## src/rtl/serial_add_ctrl_pkg.sv

```systemverilog
// Shared definitions for the bit-serial adder controller: FSM encoding and width limits.
package serial_add_ctrl_pkg;

  localparam int unsigned SADD_MAX_WIDTH = 32;

  typedef enum logic [1:0] {
    StIdle = 2'd0,
    StRun  = 2'd1,
    StDone = 2'd2
  } sadd_state_e;

  // Bit counter is one bit wider than strictly needed so WIDTH=1 still gets a real register.
  function automatic int unsigned sadd_cnt_width(input int unsigned width);
    return $clog2(width) + 1;
  endfunction

endpackage

```

## src/rtl/serial_add_ctrl_full_adder.sv

```systemverilog
// One-bit full adder cell shared by the serial adder controller. Purely combinational.
module full_adder (
  input  logic a,
  input  logic b,
  input  logic c,
  output logic sum,
  output logic cout
);

  always_comb begin
    sum  = a ^ b ^ c;
    cout = (a & b) | (a & c) | (b & c);
  end

endmodule

```

## src/rtl/serial_add_ctrl.sv

```systemverilog
// Bit-serial adder: sequences one full_adder over WIDTH cycles, LSB first.
// Optional signed-overflow output ovf_o is enabled by defining SERIAL_ADD_OVF_EN.
module serial_add_ctrl
  import serial_add_ctrl_pkg::*;
#(
  parameter int unsigned WIDTH = 8
) (
  input  logic             clk_i,
  input  logic             rst_ni,
  input  logic             start_i,
  input  logic [WIDTH-1:0] op_a_i,
  input  logic [WIDTH-1:0] op_b_i,
  input  logic             cin_i,
  output logic             busy_o,
  output logic             done_o,
  output logic [WIDTH-1:0] sum_o,
`ifdef SERIAL_ADD_OVF_EN
  output logic             ovf_o,
`endif
  output logic             cout_o
);

  localparam int unsigned CntW = sadd_cnt_width(WIDTH);

  sadd_state_e state_q, state_d;

  logic [WIDTH-1:0] a_sh_q, a_sh_d;
  logic [WIDTH-1:0] b_sh_q, b_sh_d;
  logic [WIDTH-1:0] res_sh_q, res_sh_d;
  logic [WIDTH-1:0] sum_q, sum_d;
  logic [CntW-1:0]  cnt_q, cnt_d;
  logic             carry_q, carry_d;
  logic             cout_q, cout_d;

  logic             fa_sum;
  logic             fa_cout;
  logic             accept;
  logic             last_bit;
  logic [WIDTH-1:0] res_shift;

  full_adder u_fa (
    .a    (a_sh_q[0]),
    .b    (b_sh_q[0]),
    .c    (carry_q),
    .sum  (fa_sum),
    .cout (fa_cout)
  );

  assign accept   = (state_q == StIdle) && start_i;
  assign last_bit = (state_q == StRun) && (cnt_q == CntW'(WIDTH - 1));

  // New result bit enters at the MSB so the LSB-first stream lands in place after WIDTH shifts.
  if (WIDTH == 1) begin : gen_res_w1
    assign res_shift = fa_sum;
  end else begin : gen_res_wn
    assign res_shift = {fa_sum, res_sh_q[WIDTH-1:1]};
  end

  // State register
  always_ff @(posedge clk_i or negedge rst_ni) begin
    if (!rst_ni) begin
      state_q <= StIdle;
    end else begin
      state_q <= state_d;
    end
  end

  // Next-state logic
  always_comb begin
    state_d = state_q;
    unique case (state_q)
      StIdle: if (start_i) state_d = StRun;
      StRun:  if (last_bit) state_d = StDone;
      StDone: state_d = StIdle;
      default: state_d = StIdle;
    endcase
  end

  // FSM outputs
  always_comb begin
    busy_o = 1'b0;
    done_o = 1'b0;
    unique case (state_q)
      StIdle: ;
      StRun:  busy_o = 1'b1;
      StDone: begin
        busy_o = 1'b1;
        done_o = 1'b1;
      end
      default: ;
    endcase
  end

  // Datapath next-state
  always_comb begin
    a_sh_d   = a_sh_q;
    b_sh_d   = b_sh_q;
    res_sh_d = res_sh_q;
    carry_d  = carry_q;
    cnt_d    = cnt_q;
    sum_d    = sum_q;
    cout_d   = cout_q;
    if (accept) begin
      a_sh_d  = op_a_i;
      b_sh_d  = op_b_i;
      carry_d = cin_i;
      cnt_d   = '0;
    end else if (state_q == StRun) begin
      a_sh_d   = a_sh_q >> 1;
      b_sh_d   = b_sh_q >> 1;
      res_sh_d = res_shift;
      carry_d  = fa_cout;
      cnt_d    = cnt_q + CntW'(1);
      if (last_bit) begin
        sum_d  = res_shift;
        cout_d = fa_cout;
      end
    end
  end

  always_ff @(posedge clk_i or negedge rst_ni) begin
    if (!rst_ni) begin
      a_sh_q   <= '0;
      b_sh_q   <= '0;
      res_sh_q <= '0;
      carry_q  <= 1'b0;
      cnt_q    <= '0;
      sum_q    <= '0;
      cout_q   <= 1'b0;
    end else begin
      a_sh_q   <= a_sh_d;
      b_sh_q   <= b_sh_d;
      res_sh_q <= res_sh_d;
      carry_q  <= carry_d;
      cnt_q    <= cnt_d;
      sum_q    <= sum_d;
      cout_q   <= cout_d;
    end
  end

  assign sum_o  = sum_q;
  assign cout_o = cout_q;

`ifdef SERIAL_ADD_OVF_EN
  logic ovf_q, ovf_d;

  // During the last RUN cycle carry_q is the carry into the MSB and fa_cout the carry out of it.
  always_comb begin
    ovf_d = ovf_q;
    if (last_bit) ovf_d = carry_q ^ fa_cout;
  end

  always_ff @(posedge clk_i or negedge rst_ni) begin
    if (!rst_ni) begin
      ovf_q <= 1'b0;
    end else begin
      ovf_q <= ovf_d;
    end
  end

  assign ovf_o = ovf_q;
`endif

endmodule

```

## config.mk

```make
export PLATFORM = sky130hd
export DESIGN_NAME = serial_add_ctrl
export DESIGN_NICKNAME = d
export VERILOG_FILES = /design/src/rtl/serial_add_ctrl_pkg.sv /design/src/rtl/serial_add_ctrl_full_adder.sv /design/src/rtl/serial_add_ctrl.sv
export SDC_FILE = /design/constraint.sdc
export NUM_CORES = 1
export LEC_CHECK = 0
export CAP_MARGIN = 30
export CORE_MARGIN = 4
export CORE_UTILIZATION = 28
export DETAILED_ROUTE_END_ITERATION = 8
export PLACE_DENSITY = 0.62
export SLEW_MARGIN = 0
export SYNTH_ARGS = -nofsm -noshare
export SYNTH_HDL_FRONTEND = slang
export SYNTH_SLANG_ARGS = --single-unit
export TNS_END_PERCENT = 10
```

## constraint.sdc

```tcl
create_clock -name clk_i -period 1.8 [get_ports clk_i]
set_input_delay 0.18 -clock clk_i [delete_from_list [all_inputs] [get_ports clk_i]]
set_output_delay 0.18 -clock clk_i [all_outputs]
set_load 0.01 [all_outputs]
```

==> summary.md <==
| Metric | Value |
|---|---|
| Reg2Reg Depth | `6` |
| Die Y | `87.2 µm` |
| DPL Wire Length | `2020 µm` |
| Ys Warns | `0` |
| CP Launch Type | `flip-flop` |
| ANT nets after route | `0` |
| Peak VDD IR | `500 µV` |
| Status | `complete, no violations` |
| Mapped Nets | `167` |
| Number of DRC markers in iteration 0 | `46` |
| Post-synthesis instance total | `141` |
| Switch share | `30.9%` |
| Min Hold Slack | `0.434 ns` |
| Max frequency | `0.577 GHz` |
| Int Power | `2.45 mW` |
| Register bit count reported by yosys | `39` |
| Rows | `28` |
| Worst hold path depth | `3` |
| Power Dens Cells | `1540 nW/µm²` |
| Synth area leaders | `dfrtp_1, mux2i_1, mux2_4` |
| Post-synth top area share | `55.6%` |
| Max Buffers Root-to-Sink | `2` |
| Final Hold Fails | `0` |
| Initial antenna violation count | `0` |
| Sum Neg Setup Slack | `0 ns` |
| Crit path time final | `1.73 ns` |
| Switching power | `1.10 mW` |
| Share of post-route cells with drive strength above 1 | `19.1%` |
| Number of buffers created by CTS | `5` |
| Routability Congestion | `0.660` |
| CTS H-Tree Depth | `2` |
| Initial Utilization | `29.3%` |
| Clock-pin slew on the worst setup and hold paths | `0.07 ns` |
| Flop pwr share | `41.0%` |
| Final #Nets | `203` |
| CTS tree | `done` |
| Final setup margin | `0.0678 ns` |
| Top-count cell post-synth | `dfrtp_1` |
| DRC viols | `0` |
| Clock Skew | `0.00664 ns` |
| Syn Std Cell Area | `1760 µm²` |
| Pre-antenna DRT Iters | `4` |
| Sink Count | `39` |
| Gr usage total | `8.66%` |
| CP Class | `reg2reg` |
| Total number of vias | `1086` |
| Ys flop type | `dfrtp_1` |
| Distinct cells, synth | `23` |
| Worst Tran Pin Value | `0.490 ns` |
| DIE WIDTH | `87.2 µm` |
| Post-synth EDFFs | `0` |
| Placed cell areas | `2150 µm²` |
| Vias in the first global route | `1080` |
| RSZ-0062 raised after global routing | `no` |
| Post-synth top area cell | `dfrtp_1` |
| Post-Syn Area per Cell | `12.4 µm²` |
| CP endpoint kind | `flip-flop` |
| Total grt overflow | `0` |
| Die area | `7600 µm²` |
| Crit path DAT | `1.91 ns` |
| Critical Path RT | `1.98 ns` |
| I/O pin count | `31` |
| Post-synth top cells | `dfrtp_1, nand2_1, o21ai_0` |
| Combinational group share of total power | `37.8%` |
| WL/cell | `11.9 µm` |
| Max-slew violation count | `0` |
| M3 GR Usage | `3.97%` |
| Largest net degree at the start of global routing | `40` |
| Routed WL | `3020 µm` |
| Worst skew pair latency | `0.29 ns` |
| First-pass GRT wire length | `5000 µm` |
| Power share of the clock group | `21.2%` |
| Min-Delay Path Class | `in2reg` |
| Met2 usage | `13.0%` |
| Worst rel slew slack | `67.4%` |
| ANT cells | `0` |
| Global-route layer with the greatest usage | `met2` |
| Max cap viols | `0` |
| GR met1 Demand/Resource | `10.9%` |
| Vias/cell | `4.29` |
| IO buf count | `30` |
| Synth async-reset ratio | `100%` |
| Pre-CTS setup slack | `0.0196 ns` |
| Post-route cell area | `2300 µm²` |
| Synth-to-layout area growth | `31.1%` |
| # setup viols final | `0` |
| Area of the core | `5990 µm²` |
| Root Driver | `clkbuf_8` |
| Lkg Pwr | `1.06 nW` |
| Tot Pwr | `3.55 mW` |
| Register area share after synthesis | `55.6%` |
| CP Max Fanout | `5` |
| Fin crit share | `96.2%` |
registers in the layout (all words and copies together), names as in the netlist:
register and flops:
res_sh_q 7, b_sh_q 8, cout_o 1, cnt_q 4, carry_q 1, a_sh_q 8, sum_o 8, state_q 2
through the flow:
step                util (%)  instances
finish                  38.4        253
global route            38.4        253
CTS                     38.0        251
detailed placement      35.9        242
global placement        35.9        242
floorplan                  -        141
critical path, cell delays in order (launching register included):
cell     delay, ns
dfrtp_1       0.35
inv_1         0.08
ha_1          0.19
and2_1        0.17
or3b_4        0.39
buf_6         0.15
mux2_4        0.29
power groups by stage:
| stage | Sequential, mW | Clock [mW] | Combinational (mW) |
|---|---|---|---|
| 3_5_place_dp | 1.48 | 0 | 1.36 |
| 3_3_place_gp | 1.47 | 0 | 1.33 |
| 4_1_cts | 1.46 | 0.775 | 1.36 |
| 2_1_floorplan | 1.44 | 0 | 0.942 |
| 6_report | 1.46 | 0.752 | 1.34 |
| 5_1_grt | 1.50 | 0.816 | 1.52 |
layout by cell type, fill, tap and decap left out:
cell / count
a21oi_1: 1
and2_1: 1
buf_12: 1
buf_2: 1
buf_4: 4
buf_6: 2
bufinv_16: 1
clkbuf_8: 6
clkdlybuf4s50_1: 29
clkinv_2: 1
dfrtp_1: 39
dlygate4sd3_1: 1
fa_1: 1
ha_1: 5
inv_1: 2
mux2_2: 8
mux2_4: 9
mux2i_1: 16
nand2_1: 18
nand2b_1: 2
nand3b_1: 1
nand4_1: 1
nor2_1: 4
nor2b_1: 1
o21a_1: 1
o21ai_0: 18
or3b_4: 1
xnor2_1: 1
xor2_1: 2
layout make-up:
type / instances / area (µm²)
Clock inverter: 2 / 35.0
Clock buffer: 6 / 82.6
Timing Repair Buffer: 38 / 378
Sequential cell: 39 / 976
Fill cell: 589 / 3690
Multi-Input combinational cell: 91 / 729
Inverter: 2 / 7.51
Tap cell: 75 / 93.8
final timing paths:
kind | from | endpoint | slack [ns]
max | state_q[1] | sum_o[0] | 0.07
min reg2reg | sum_o[1] | sum_o[1] | 0.51
max reg2reg | state_q[1] | sum_o[0] | 0.07
max in group asynchronous | rst_ni | a_sh_q[2] | 1.00
min in group asynchronous | rst_ni | sum_o[2] | 0.47
min | op_a_i[4] | a_sh_q[4] | 0.43
routing by layer:
layer / part of all wire (%) / routed length [µm]
met5: 0 / 0
met4: 1.6 / 47
met3: 7.0 / 212
met2: 43 / 1310
met1: 48 / 1450
cell families after synthesis:
| kind of cell | after synthesis | synth area share, % |
|---|---|---|
| buffers and inverters | 11 | 2.99 |
| AO/OA/AOI/OAI | 20 | 5.84 |
| multiplexers | 33 | 22.0 |
| flip-flops | 39 | 55.6 |
| AND/OR/NAND/NOR | 29 | 7.41 |
| XOR/XNOR | 3 | 1.50 |
| adder cells (fa/ha/maj) | 6 | 4.70 |
what timing repair did:
| action | CTS | global route |
|---|---|---|
| setup endpoints to repair | 0 | 9 |
| resized for setup | 0 | 5 |
| hold buffers | 1 | 0 |
| buffers inserted | 0 | 1 |
| hold endpoints to repair | 39 | 0 |
(Power assumes the default switching activity.)
